### src/rtl/ga_pkg.sv
// rtl/ga_pkg.sv - shared constants, sentinels and state encoding for the fitness scheduler
package ga_pkg;

    localparam int N_POP    = 50;
    localparam int DIST_W   = 12;
    localparam int IDX_W    = 6;
    localparam int GENOME_W = 150;

    // "No candidate yet" markers for the top-two trackers and the timeout result.
    localparam logic [DIST_W-1:0] DIST_ONES = '1;
    localparam logic [IDX_W-1:0]  IDX_ONES  = '1;

    typedef enum logic [2:0] {
        ST_IDLE,
        ST_LAUNCH,
        ST_WAIT,
        ST_SCAN,
        ST_REPORT
    } state_t;

endpackage

### src/rtl/min2_tracker.sv
// rtl/min2_tracker.sv - combinational top-two (smallest) distance update
//
// Ports:
//   best_dist/best_idx, second_dist/second_idx : current ranking
//   cand_dist/cand_idx                         : candidate individual
//   nxt_*                                      : ranking after considering the candidate
// Strict less-than keeps an earlier (lower-index) individual ahead on ties.
module min2_tracker #(
    parameter int DIST_W = ga_pkg::DIST_W,
    parameter int IDX_W  = ga_pkg::IDX_W
) (
    input  logic [DIST_W-1:0] best_dist,
    input  logic [IDX_W-1:0]  best_idx,
    input  logic [DIST_W-1:0] second_dist,
    input  logic [IDX_W-1:0]  second_idx,
    input  logic [DIST_W-1:0] cand_dist,
    input  logic [IDX_W-1:0]  cand_idx,
    output logic [DIST_W-1:0] nxt_best_dist,
    output logic [IDX_W-1:0]  nxt_best_idx,
    output logic [DIST_W-1:0] nxt_second_dist,
    output logic [IDX_W-1:0]  nxt_second_idx
);

    always_comb begin
        nxt_best_dist   = best_dist;
        nxt_best_idx    = best_idx;
        nxt_second_dist = second_dist;
        nxt_second_idx  = second_idx;
        if (cand_dist < best_dist) begin
            nxt_second_dist = best_dist;
            nxt_second_idx  = best_idx;
            nxt_best_dist   = cand_dist;
            nxt_best_idx    = cand_idx;
        end else if (cand_dist < second_dist) begin
            nxt_second_dist = cand_dist;
            nxt_second_idx  = cand_idx;
        end
    end

endmodule

### src/rtl/fitness_sched.sv
// rtl/fitness_sched.sv - sequences one population fitness evaluation and ranks the two best
//
// Ports:
//   clk, rst_n            : clock, asynchronous active-low reset
//   go                    : start an evaluation (ignored while busy)
//   cd_start / cd_done    : launch pulse to / completion from the distance array
//   distances             : packed distances, individual i at [i*DIST_W +: DIST_W]
//   busy, done            : not-idle flag, one-cycle result-valid pulse
//   best_* / second_*     : index and distance of the smallest / second smallest
//   timeout               : evaluation aborted by the WAIT watchdog (sticky until next go)
// Build option: define FITNESS_SCHED_WATCHDOG_EN to bound WAIT to TIMEOUT_CYC cycles.
module fitness_sched
    import ga_pkg::*;
#(
    parameter int N_POP       = ga_pkg::N_POP,
    parameter int DIST_W      = ga_pkg::DIST_W,
    parameter int IDX_W       = ga_pkg::IDX_W,
    parameter int TIMEOUT_CYC = 4096
) (
    input  logic                    clk,
    input  logic                    rst_n,
    input  logic                    go,
    output logic                    cd_start,
    input  logic                    cd_done,
    input  logic [N_POP*DIST_W-1:0] distances,
    output logic                    busy,
    output logic                    done,
    output logic [IDX_W-1:0]        best_idx,
    output logic [DIST_W-1:0]       best_dist,
    output logic [IDX_W-1:0]        second_idx,
    output logic [DIST_W-1:0]       second_dist,
    output logic                    timeout
);

    state_t                  state_q, state_d;
    logic                    cd_done_q, cd_done_d;
    logic                    armed_q, armed_d;
    logic [IDX_W-1:0]        scan_idx_q, scan_idx_d;
    logic [N_POP*DIST_W-1:0] snap_q, snap_d;
    logic [DIST_W-1:0]       trk_bd_q, trk_bd_d, trk_sd_q, trk_sd_d;
    logic [IDX_W-1:0]        trk_bi_q, trk_bi_d, trk_si_q, trk_si_d;
    logic [DIST_W-1:0]       res_bd_q, res_bd_d, res_sd_q, res_sd_d;
    logic [IDX_W-1:0]        res_bi_q, res_bi_d, res_si_q, res_si_d;
    logic                    timeout_q, timeout_d;
    logic                    busy_q, busy_d, done_q, done_d, cd_start_q, cd_start_d;

    logic [DIST_W-1:0]       nxt_bd, nxt_sd, cand_dist;
    logic [IDX_W-1:0]        nxt_bi, nxt_si;

`ifdef FITNESS_SCHED_WATCHDOG_EN
    localparam int WD_W = $clog2(TIMEOUT_CYC + 1);
    logic [WD_W-1:0] wd_cnt_q, wd_cnt_d;
`endif

    assign cand_dist = snap_q[int'(scan_idx_q)*DIST_W +: DIST_W];

    min2_tracker #(.DIST_W(DIST_W), .IDX_W(IDX_W)) u_min2 (
        .best_dist       (trk_bd_q),
        .best_idx        (trk_bi_q),
        .second_dist     (trk_sd_q),
        .second_idx      (trk_si_q),
        .cand_dist       (cand_dist),
        .cand_idx        (scan_idx_q),
        .nxt_best_dist   (nxt_bd),
        .nxt_best_idx    (nxt_bi),
        .nxt_second_dist (nxt_sd),
        .nxt_second_idx  (nxt_si)
    );

    always_comb begin
        state_d    = state_q;
        cd_done_d  = cd_done;   // cd_done is a wide AND from the array; take it through a flop
        armed_d    = armed_q;
        scan_idx_d = scan_idx_q;
        snap_d     = snap_q;
        trk_bd_d   = trk_bd_q;
        trk_bi_d   = trk_bi_q;
        trk_sd_d   = trk_sd_q;
        trk_si_d   = trk_si_q;
        res_bd_d   = res_bd_q;
        res_bi_d   = res_bi_q;
        res_sd_d   = res_sd_q;
        res_si_d   = res_si_q;
        timeout_d  = timeout_q;
`ifdef FITNESS_SCHED_WATCHDOG_EN
        wd_cnt_d   = wd_cnt_q;
`endif
        case (state_q)
            ST_IDLE: begin
                if (go) begin
                    state_d   = ST_LAUNCH;
                    timeout_d = 1'b0;
                end
            end
            ST_LAUNCH: begin
                state_d = ST_WAIT;
                armed_d = 1'b0;
`ifdef FITNESS_SCHED_WATCHDOG_EN
                wd_cnt_d = '0;
`endif
            end
            ST_WAIT: begin
                // A done level left over from a previous run must drop before it counts.
                if (armed_q && cd_done_q) begin
                    state_d    = ST_SCAN;
                    snap_d     = distances;
                    scan_idx_d = '0;
                    trk_bd_d   = '1;
                    trk_bi_d   = '1;
                    trk_sd_d   = '1;
                    trk_si_d   = '1;
                end else begin
                    if (!cd_done_q) armed_d = 1'b1;
`ifdef FITNESS_SCHED_WATCHDOG_EN
                    if (wd_cnt_q == WD_W'(TIMEOUT_CYC - 1)) begin
                        state_d   = ST_REPORT;
                        timeout_d = 1'b1;
                        res_bd_d  = '1;
                        res_bi_d  = '1;
                        res_sd_d  = '1;
                        res_si_d  = '1;
                    end else begin
                        wd_cnt_d = wd_cnt_q + 1'b1;
                    end
`endif
                end
            end
            ST_SCAN: begin
                trk_bd_d   = nxt_bd;
                trk_bi_d   = nxt_bi;
                trk_sd_d   = nxt_sd;
                trk_si_d   = nxt_si;
                scan_idx_d = scan_idx_q + 1'b1;
                if (scan_idx_q == IDX_W'(N_POP - 1)) begin
                    state_d  = ST_REPORT;
                    res_bd_d = nxt_bd;
                    res_bi_d = nxt_bi;
                    res_sd_d = nxt_sd;
                    res_si_d = nxt_si;
                end
            end
            ST_REPORT: state_d = ST_IDLE;
            default:   state_d = ST_IDLE;
        endcase
        busy_d     = (state_d != ST_IDLE);
        cd_start_d = (state_d == ST_LAUNCH);
        done_d     = (state_d == ST_REPORT);
    end

    always_ff @(posedge clk or negedge rst_n) begin
        if (!rst_n) begin
            state_q    <= ST_IDLE;
            cd_done_q  <= 1'b0;
            armed_q    <= 1'b0;
            scan_idx_q <= '0;
            snap_q     <= '0;
            trk_bd_q   <= '1;
            trk_bi_q   <= '1;
            trk_sd_q   <= '1;
            trk_si_q   <= '1;
            res_bd_q   <= '1;
            res_bi_q   <= '1;
            res_sd_q   <= '1;
            res_si_q   <= '1;
            timeout_q  <= 1'b0;
            busy_q     <= 1'b0;
            done_q     <= 1'b0;
            cd_start_q <= 1'b0;
`ifdef FITNESS_SCHED_WATCHDOG_EN
            wd_cnt_q   <= '0;
`endif
        end else begin
            state_q    <= state_d;
            cd_done_q  <= cd_done_d;
            armed_q    <= armed_d;
            scan_idx_q <= scan_idx_d;
            snap_q     <= snap_d;
            trk_bd_q   <= trk_bd_d;
            trk_bi_q   <= trk_bi_d;
            trk_sd_q   <= trk_sd_d;
            trk_si_q   <= trk_si_d;
            res_bd_q   <= res_bd_d;
            res_bi_q   <= res_bi_d;
            res_sd_q   <= res_sd_d;
            res_si_q   <= res_si_d;
            timeout_q  <= timeout_d;
            busy_q     <= busy_d;
            done_q     <= done_d;
            cd_start_q <= cd_start_d;
`ifdef FITNESS_SCHED_WATCHDOG_EN
            wd_cnt_q   <= wd_cnt_d;
`endif
        end
    end

    assign cd_start    = cd_start_q;
    assign busy        = busy_q;
    assign done        = done_q;
    assign timeout     = timeout_q;
    assign best_idx    = res_bi_q;
    assign best_dist   = res_bd_q;
    assign second_idx  = res_si_q;
    assign second_dist = res_sd_q;

endmodule
### config.mk
export PLATFORM = sky130hd
export DESIGN_NAME = fitness_sched
export DESIGN_NICKNAME = d
export VERILOG_FILES = /design/src/rtl/ga_pkg.sv /design/src/rtl/min2_tracker.sv /design/src/rtl/fitness_sched.sv
export SDC_FILE = /design/constraint.sdc
export NUM_CORES = 2
export LEC_CHECK = 0
export ABC_CLOCK_PERIOD_IN_PS = 5400
export BUFFER_PORTS_ARGS = -buffer_cell sky130_fd_sc_hd__buf_2
export CORE_AREA = 2 2 393 239
export CTS_CLUSTER_SIZE = 20
export DETAILED_ROUTE_END_ITERATION = 10
export DIE_AREA = 0 0 395 241
export PLACE_DENSITY = 0.53
export SETUP_SLACK_MARGIN = 0.5
export SLEW_MARGIN = 30
export SYNTH_ARGS = -nofsm -noshare
export SYNTH_HDL_FRONTEND = slang
export SYNTH_HIERARCHICAL = 1
export SYNTH_SLANG_ARGS = --single-unit
### constraint.sdc
create_clock -name clk -period 5.4 [get_ports clk]
set_input_delay 0 -clock clk [delete_from_list [all_inputs] [get_ports clk]]
set_output_delay 0 -clock clk [all_outputs]
set_load 0.02 [all_outputs]
== After elaboration in Yosys (flattened, before gate mapping) ==
Index checks and enable logic that the tools add are counted.

* Bitwise gates (word level): 0
* Magnitude comparators: 2
* Shifts and indexed selects: 1
* Reductions and logical operators: 9
* Divide/modulo/power cells: 0
* Multiply operators: 1
* Eq/ne operators: 9
* Add/sub/neg operators: 1
* Mux-type cells: 21

{| class="wikitable"
|+ Operators with widths
! operator !! count
|-
| 600-bit by 11-bit indexed part select with 12-bit output || 1
|-
| 12-bit 2-to-1 mux || 4
|-
| 12-bit one-hot mux with 2 select lines || 2
|-
| 6-bit one-hot mux with 2 select lines || 3
|-
| 6-bit 2-to-1 mux || 5
|-
| 12-bit < comparator || 2
|-
| 3-bit one-hot mux with 4 select lines || 1
|-
| 3-bit 2-to-1 mux || 3
|-
| 6-bit by 2-bit multiplier with 8-bit output, second input constant || 1
|-
| 6-bit by 1-bit adder with 6-bit output, second input constant || 1
|-
| 3-bit by 1-bit == test with 1-bit output, second input constant || 2
|-
| 3-bit by 2-bit == test with 1-bit output, second input constant || 2
|-
| 6-bit == test, second input constant || 1
|-
| 2-bit != test, second input constant || 3
|-
| 2-bit AND reduction || 3
|-
| 2-bit nonzero test || 2
|-
| 3-bit == test, second input constant || 1
|-
| 3-bit logical NOT || 1
|-
| 3-bit AND reduction || 1
|-
| 3-bit nonzero test || 1
|-
| 1-bit 2-to-1 mux || 2
|-
| 1-bit one-hot mux with 2 select lines || 1
|-
| 1-bit logical AND || 1
|}

* Bits in latches: 0
* Memories kept: 0
* Bits in writable memories: 0
* Flip-flop bits (word level): 686
* Word-level logic and storage cells: 60
* Input bits: 604
* Bits in read-only memories: 0
* Output and inout bits: 40

== Longest topological paths before layout ==
* Word-level depth: 6
* Depth in mapped cells: 19
* Depth with buffers taken out: 14

== Modules after synthesis ==
Netlist, hierarchy kept.

{| class="wikitable"
|+ Modules (own cells, without submodules)
! module !! seq. area each (µm²) !! cells an instance !! instances !! area each (µm²)
|-
| fitness_sched || 17,256.6 || 3,348 || 1 || 30,689.4
|-
| min2_tracker || 0.0 || 132 || 1 || 1,229.9
|}

== Worst setup path before layout ==
OpenSTA, ideal clock, no wires.

* Kind: register to register
* Start point: reg scan_idx_q[1]
* End point: reg trk_sd_q[1]
* Required time: 5.339 ns
* Slack: 1.575 ns
* Arrival time: 3.764 ns
* Setup time: 0.061 ns
* Buffers on the path: 4
* Period minus slack after synthesis: 3.825 ns
* Cell stages (with the launch flop): 17
* Path through: dfrtp_1 > buf_4 > buf_6 > clkbuf_1 > mux4_2 > a211oi_1 > nand2_1 > a211o_1 > ha_1 > a211oi_1 > a2111oi_1 > o2111ai_1 > o2bb2ai_2 > buf_2 > mux2i_1 > nand2_1 > nand2_1

* Longest elaborated chain between the ends: 6
* Elaborated cells on any way between the ends: 7
* Classes of those cells: 1 x mul; 2 x order compare; 1 x shift; 3 x mux

{| class="wikitable"
|+ RTL lines
! what !! line !! source
|-
| from (decl) || fitness_sched.sv:38 || <nowiki>logic [IDX_W-1:0] scan_idx_q, scan_idx_d;</nowiki>
|-
| from (signal assigned) || fitness_sched.sv:176 || <nowiki>scan_idx_q <= scan_idx_d;</nowiki>
|-
| 6-bit by 2-bit multiplier with 8-bit output (*) || fitness_sched.sv:55 || <nowiki>assign cand_dist = snap_q[int'(scan_idx_q)*DIST_W +: DIST_W];</nowiki>
|-
| 600-bit by 11-bit indexed part select with 12-bit output (*) || fitness_sched.sv:55 ||
|-
| net cand_dist[2] || fitness_sched.sv:47 || <nowiki>logic [DIST_W-1:0] nxt_bd, nxt_sd, cand_dist;</nowiki>
|-
| 12-bit < comparator || min2_tracker.sv:34 || <nowiki>end else if (cand_dist < second_dist) begin</nowiki>
|-
| 12-bit 2-to-1 mux || min2_tracker.sv:34 ||
|-
| 12-bit 2-to-1 mux (*) || min2_tracker.sv:29 || <nowiki>if (cand_dist < best_dist) begin</nowiki>
|-
| net nxt_sd[1] || fitness_sched.sv:47 ||
|-
| 12-bit one-hot mux with 2 select lines (*) || fitness_sched.sv:88 || <nowiki>case (state_q)</nowiki>
|-
| to (signal assigned) || fitness_sched.sv:180 || <nowiki>trk_sd_q <= trk_sd_d;</nowiki>
|-
| to (decl) || fitness_sched.sv:40 || <nowiki>logic [DIST_W-1:0] trk_bd_q, trk_bd_d, trk_sd_q, trk_sd_d;</nowiki>
|}

The timed path passes the listed nets; every way through them passes the cells marked *.
A chain may end at the register's enable or synchronous reset.

== Worst setup path after layout ==
* Start point: reg scan_idx_q[1]
* End point: reg trk_si_q[1]

* Longest elaborated chain between the ends: 6
* Elaborated cells on any way between the ends: 7
* Classes of those cells: 1 x mul; 2 x order compare; 1 x shift; 3 x mux

{| class="wikitable"
|+ RTL lines
! what !! line !! source
|-
| 6-bit by 2-bit multiplier with 8-bit output (*) || fitness_sched.sv:55 ||
|-
| 600-bit by 11-bit indexed part select with 12-bit output (*) || fitness_sched.sv:55 ||
|-
| net cand_dist[3] || fitness_sched.sv:47 ||
|-
| 12-bit < comparator || min2_tracker.sv:34 ||
|-
| 6-bit 2-to-1 mux || min2_tracker.sv:34 ||
|-
| 6-bit 2-to-1 mux (*) || min2_tracker.sv:29 ||
|-
| net nxt_si[1] || fitness_sched.sv:48 || <nowiki>logic [IDX_W-1:0] nxt_bi, nxt_si;</nowiki>
|-
| 6-bit one-hot mux with 2 select lines (*) || fitness_sched.sv:88 ||
|-
| to (signal assigned) || fitness_sched.sv:181 || <nowiki>trk_si_q <= trk_si_d;</nowiki>
|-
| to (decl) || fitness_sched.sv:41 || <nowiki>logic [IDX_W-1:0] trk_bi_q, trk_bi_d, trk_si_q, trk_si_d;</nowiki>
|}

Marks and branches as above.

==> impl_metrics.tcl <==
set metrics [dict create \
    grtUsageTotal 0.252 \
    vias_per_cell 4.87 \
    start_util 0.349 \
    synth_cell_type_count 47 \
    critPathArrivalTime_ns 5.22 \
    clk_pin_slew_ns 0.07 \
    outcome "finished with violations" \
    slew_headroom 0.375 \
    rr_worst_depth 13 \
    die_x_um 395 \
    grt-busiest-layer "met2" \
    violations "negative hold slack" \
    wirelength_um 122000 \
    fmax_ghz 0.215 \
    finalCritPeriodShare 0.861 \
    ys_ff_latch 686 \
    layout_min_cycle_time_ns 4.65 \
    first_pass_iters 5 \
    tightest_slew_ns 0.938 \
    hold_viol 1 \
    finalSetupViolations 0 \
    grt_pass1_vias 29400 \
    grtUsageMet1 0.367 \
    remaining_drc_errors 0 \
    ys_warn_count 6 \
    r2r_setup_slack_ns 0.75 \
    area_growth_pct 41.6 \
    design.core.area_mm2 0.0914 \
    reg2reg_from "scan_idx_q[1]$_DFFE_PN0P_" \
    cts_tree "yes" \
    wire_per_inst_um 20.5 \
    fp-row-count 86 \
    antenna_found_initial 8 \
    grt_overflow 0 \
    ioPinCount 644 \
    cp-end-kind "flip-flop" \
    synth_area_mm2 0.0319 \
    cts_root_buffer "clkbuf_16" \
    hold_class "in -> async" \
    power_density_mw_per_mm2 573 \
    ir_drop_mv 0.730 \
    drive_above_1_share 0.229 \
    port_buffers 642 \
    synth_nets 4108 \
    vias 28900 \
    grt_pass1_wl_um 181000 \
    cts_buffers 72 \
    dp_slack_ns -0.00550 \
    finalNetCount 5282 \
    cp_data_required_time_ns 5.97 \
    start_kind "flip-flop" \
    htree_levels 3 \
    whs_ns -0.00518 \
    cts_sinks 686 \
    synth_edf_count 0 \
    fin_worst_skew_ns 0.0231 \
    ant_nets 0 \
    clk_latency_ns 0.65 \
    gp_congestion 0.825 \
    die_h_um 241 \
    met2_usage 0.373 \
    r2r_end "trk_si_q[1]$_DFFE_PN1P_" \
    dieArea_mm2 0.0952 \
    leakagePower_uw 0.0232 \
    critPathKind "reg -> reg" \
    synthCells 3480 \
    synth_top_flop_cell "dfrtp_1" \
    finalSetupTns_ns 0 \
    nFillCells 8529 \
    crit_path_max_fanout 12 \
    postSynthAreaPerCell_um2 9.17 \
    drv_slew 0 \
    met3_usage 0.0418 \
    cts.path.max_buffers 3 \
    synth-seq-area-share 0.541 \
    layout_setup_ws_ns 0.752 \
    async_reset_ff_frac 1.00 \
    grt_max_degree 204 \
    drt_iter0_drc 2365 \
    rsz0062_at_grt "no" \
    hpwl_um 82100 \
    critPathLaunch "scan_idx_q[1]$_DFFE_PN0P_" \
    cap_viol_max_count 0 \
]
-- cells in the mapped netlist (2+ instances only) --
library cell / number / area, µm²
nand2_1: 2014 / 7560
dfrtp_1: 614 / 15400
clkbuf_1: 135 / 507
mux2i_1: 120 / 1200
mux4_2: 108 / 2430
dfstp_2: 72 / 1890
buf_2: 65 / 325
o21ai_0: 48 / 240
a211oi_1: 30 / 225
nor2_1: 27 / 101
a21oi_1: 26 / 130
inv_1: 25 / 93.8
ha_1: 24 / 300
mux2_2: 24 / 270
o22ai_1: 24 / 150
mux2_4: 18 / 270
o211ai_1: 14 / 105
a211o_1: 12 / 105
a22oi_1: 12 / 90.1
o221ai_1: 12 / 105
buf_6: 9 / 101
buf_1: 5 / 18.8
nand4_1: 5 / 31.3
buf_4: 4 / 30.0
nand2b_1: 4 / 25.0
a21o_1: 2 / 15.0
a31oi_1: 2 / 12.5
buf_8: 2 / 30.0
nand3_1: 2 / 10.0
nor2b_1: 2 / 12.5
nor3_1: 2 / 10.0
o2111ai_1: 2 / 17.5
-- cell type report --
type	count	area, µm²	area share
Sequential cell	686	17300	0.382
Timing Repair Buffer	1320	10200	0.226
Antenna cell	5	12.5	0.000277
Multi-Input combinational cell	2548	13600	0.302
Clock buffer	109	2190	0.0485
Clock inverter	19	219	0.00484
Inverter	26	97.6	0.00216
Tap cell	1232	1540	0.0341
-- power breakdown --
| group | internal (µW) | total [µW] | switching (µW) |
|---|---|---|---|
| Clock | 3000 | 5190 | 2190 |
| Combinational | 5440 | 11800 | 6370 |
| Sequential | 7520 | 8930 | 1410 |
-- critical path: stages (launching register included) --
cell	delay (ns)
dfrtp_4	0.51
buf_4	0.31
mux4_2	0.61
o211ai_1	0.49
a21oi_1	0.14
a211o_1	0.48
ha_1	0.27
a211oi_1	0.28
a2111oi_2	0.13
o2111ai_2	0.37
o2bb2ai_2	0.43
mux2_2	0.42
nand2_1	0.06
nand2_1	0.05
-- how the worst max path moves through the flow --
| stage | end | slack (ns) | cells after the start |
|---|---|---|---|
| after floorplan | trk_sd_q[1]$_DFFE_PN1P_ | 1.58 | 16 |
| after global placement | second_dist[4]$_DFFE_PN1P_ | -0.002 | 15 |
| after detailed placement | second_dist[4]$_DFFE_PN1P_ | -0.005 | 15 |
| after CTS | second_dist[4]$_DFFE_PN1P_ | 0.58 | 15 |
| after global routing | trk_sd_q[7]$_DFFE_PN1P_ | 0.56 | 15 |
| final | trk_si_q[1]$_DFFE_PN1P_ | 0.75 | 13 |
-- metal layers --
| metal | wire length [µm] | up-vias | share of wire |
|---|---|---|---|
| li1 | - | 13600 | - |
| met1 | 56400 | 14200 | 0.46 |
| met2 | 53800 | 934 | 0.44 |
| met3 | 6460 | 260 | 0.053 |
| met4 | 4970 | 6 | 0.041 |
| met5 | 41 | - | 0.00034 |
-- timing repair --
action / 4_1_cts / 5_1_grt
pin swaps: 1 / 2
cloned: 1 / 0
endpoints found under the setup margin: 72 / 37
gates resized for setup: 7 / 10
hold buffers: 604 / 0
hold endpoints to repair: 714 / 0
buffers inserted: 11 / 3
-- flip-flops by register name, summed over array words and instances (netlist names) --
| signal | count |
|---|---|
| trk_bi_q | 6 |
| done | 1 |
| best_idx | 6 |
| best_dist | 12 |
| second_dist | 12 |
| cd_done_q | 1 |
| cd_start | 1 |
| scan_idx_q | 6 |
| trk_si_q | 6 |
| state_q | 3 |
| trk_sd_q | 12 |
| busy | 1 |
| second_idx | 6 |
| snap_q | 600 |
| armed_q | 1 |
| trk_bd_q | 12 |
-- logic make-up after synthesis --
logic type,count (synthesis),share of synthesized area
compound gates,188,0.0389
flops,686,0.541
fa+ha+maj,24,0.00941
simple gates,2063,0.245
other cells,1,0.000117
xor+xnor,1,0.000274
buf+inv,247,0.0354
mux,270,0.131
-- metrics by stage --
step / utilization / hold WS (ns) / instances / total power [µW] / area (µm²)
detailed placement: 0.398 / 0.120 / 5190 / 19900 / 36400
CTS: 0.493 / 0.00251 / 5934 / 25800 / 45000
global placement: 0.398 / 0.112 / 5190 / 19800 / 36400
floorplan: - / -0.296 / 3480 / 16200 / 31900
global route: 0.495 / 0.0236 / 5944 / 27600 / 45200
finish: 0.495 / -0.00518 / 5945 / 25900 / 45200
-- cell usage in the layout (no fill, tap or decap), types with 3 or more instances in the layout --
cell,synthesis,routed
mux2i_1,120,118
nand2_1,2014,2014
nand4_1,5,5
dfstp_2,72,72
buf_12,1,22
mux4_2,108,108
mux2_4,18,18
inv_1,25,25
clkbuf_1,135,15
nand2b_1,4,3
dlygate4sd3_1,0,604
mux2_2,24,24
nor2_1,27,25
o21ai_0,48,48
dfrtp_1,614,610
a211oi_2,0,4
bufinv_16,0,4
a211o_1,12,12
a22oi_1,12,12
o211ai_1,14,14
clkbuf_8,0,19
clkinv_2,0,8
clkbuf_16,0,75
o221ai_1,12,11
buf_4,4,45
o22ai_1,24,24
dfrtp_4,0,4
clkinvlp_4,0,3
ha_1,24,24
buf_2,65,641
buf_16,0,6
a21oi_1,26,26
diode_2,0,5
a211oi_1,30,26
Note: power is estimated with default switching activity, not from simulation.
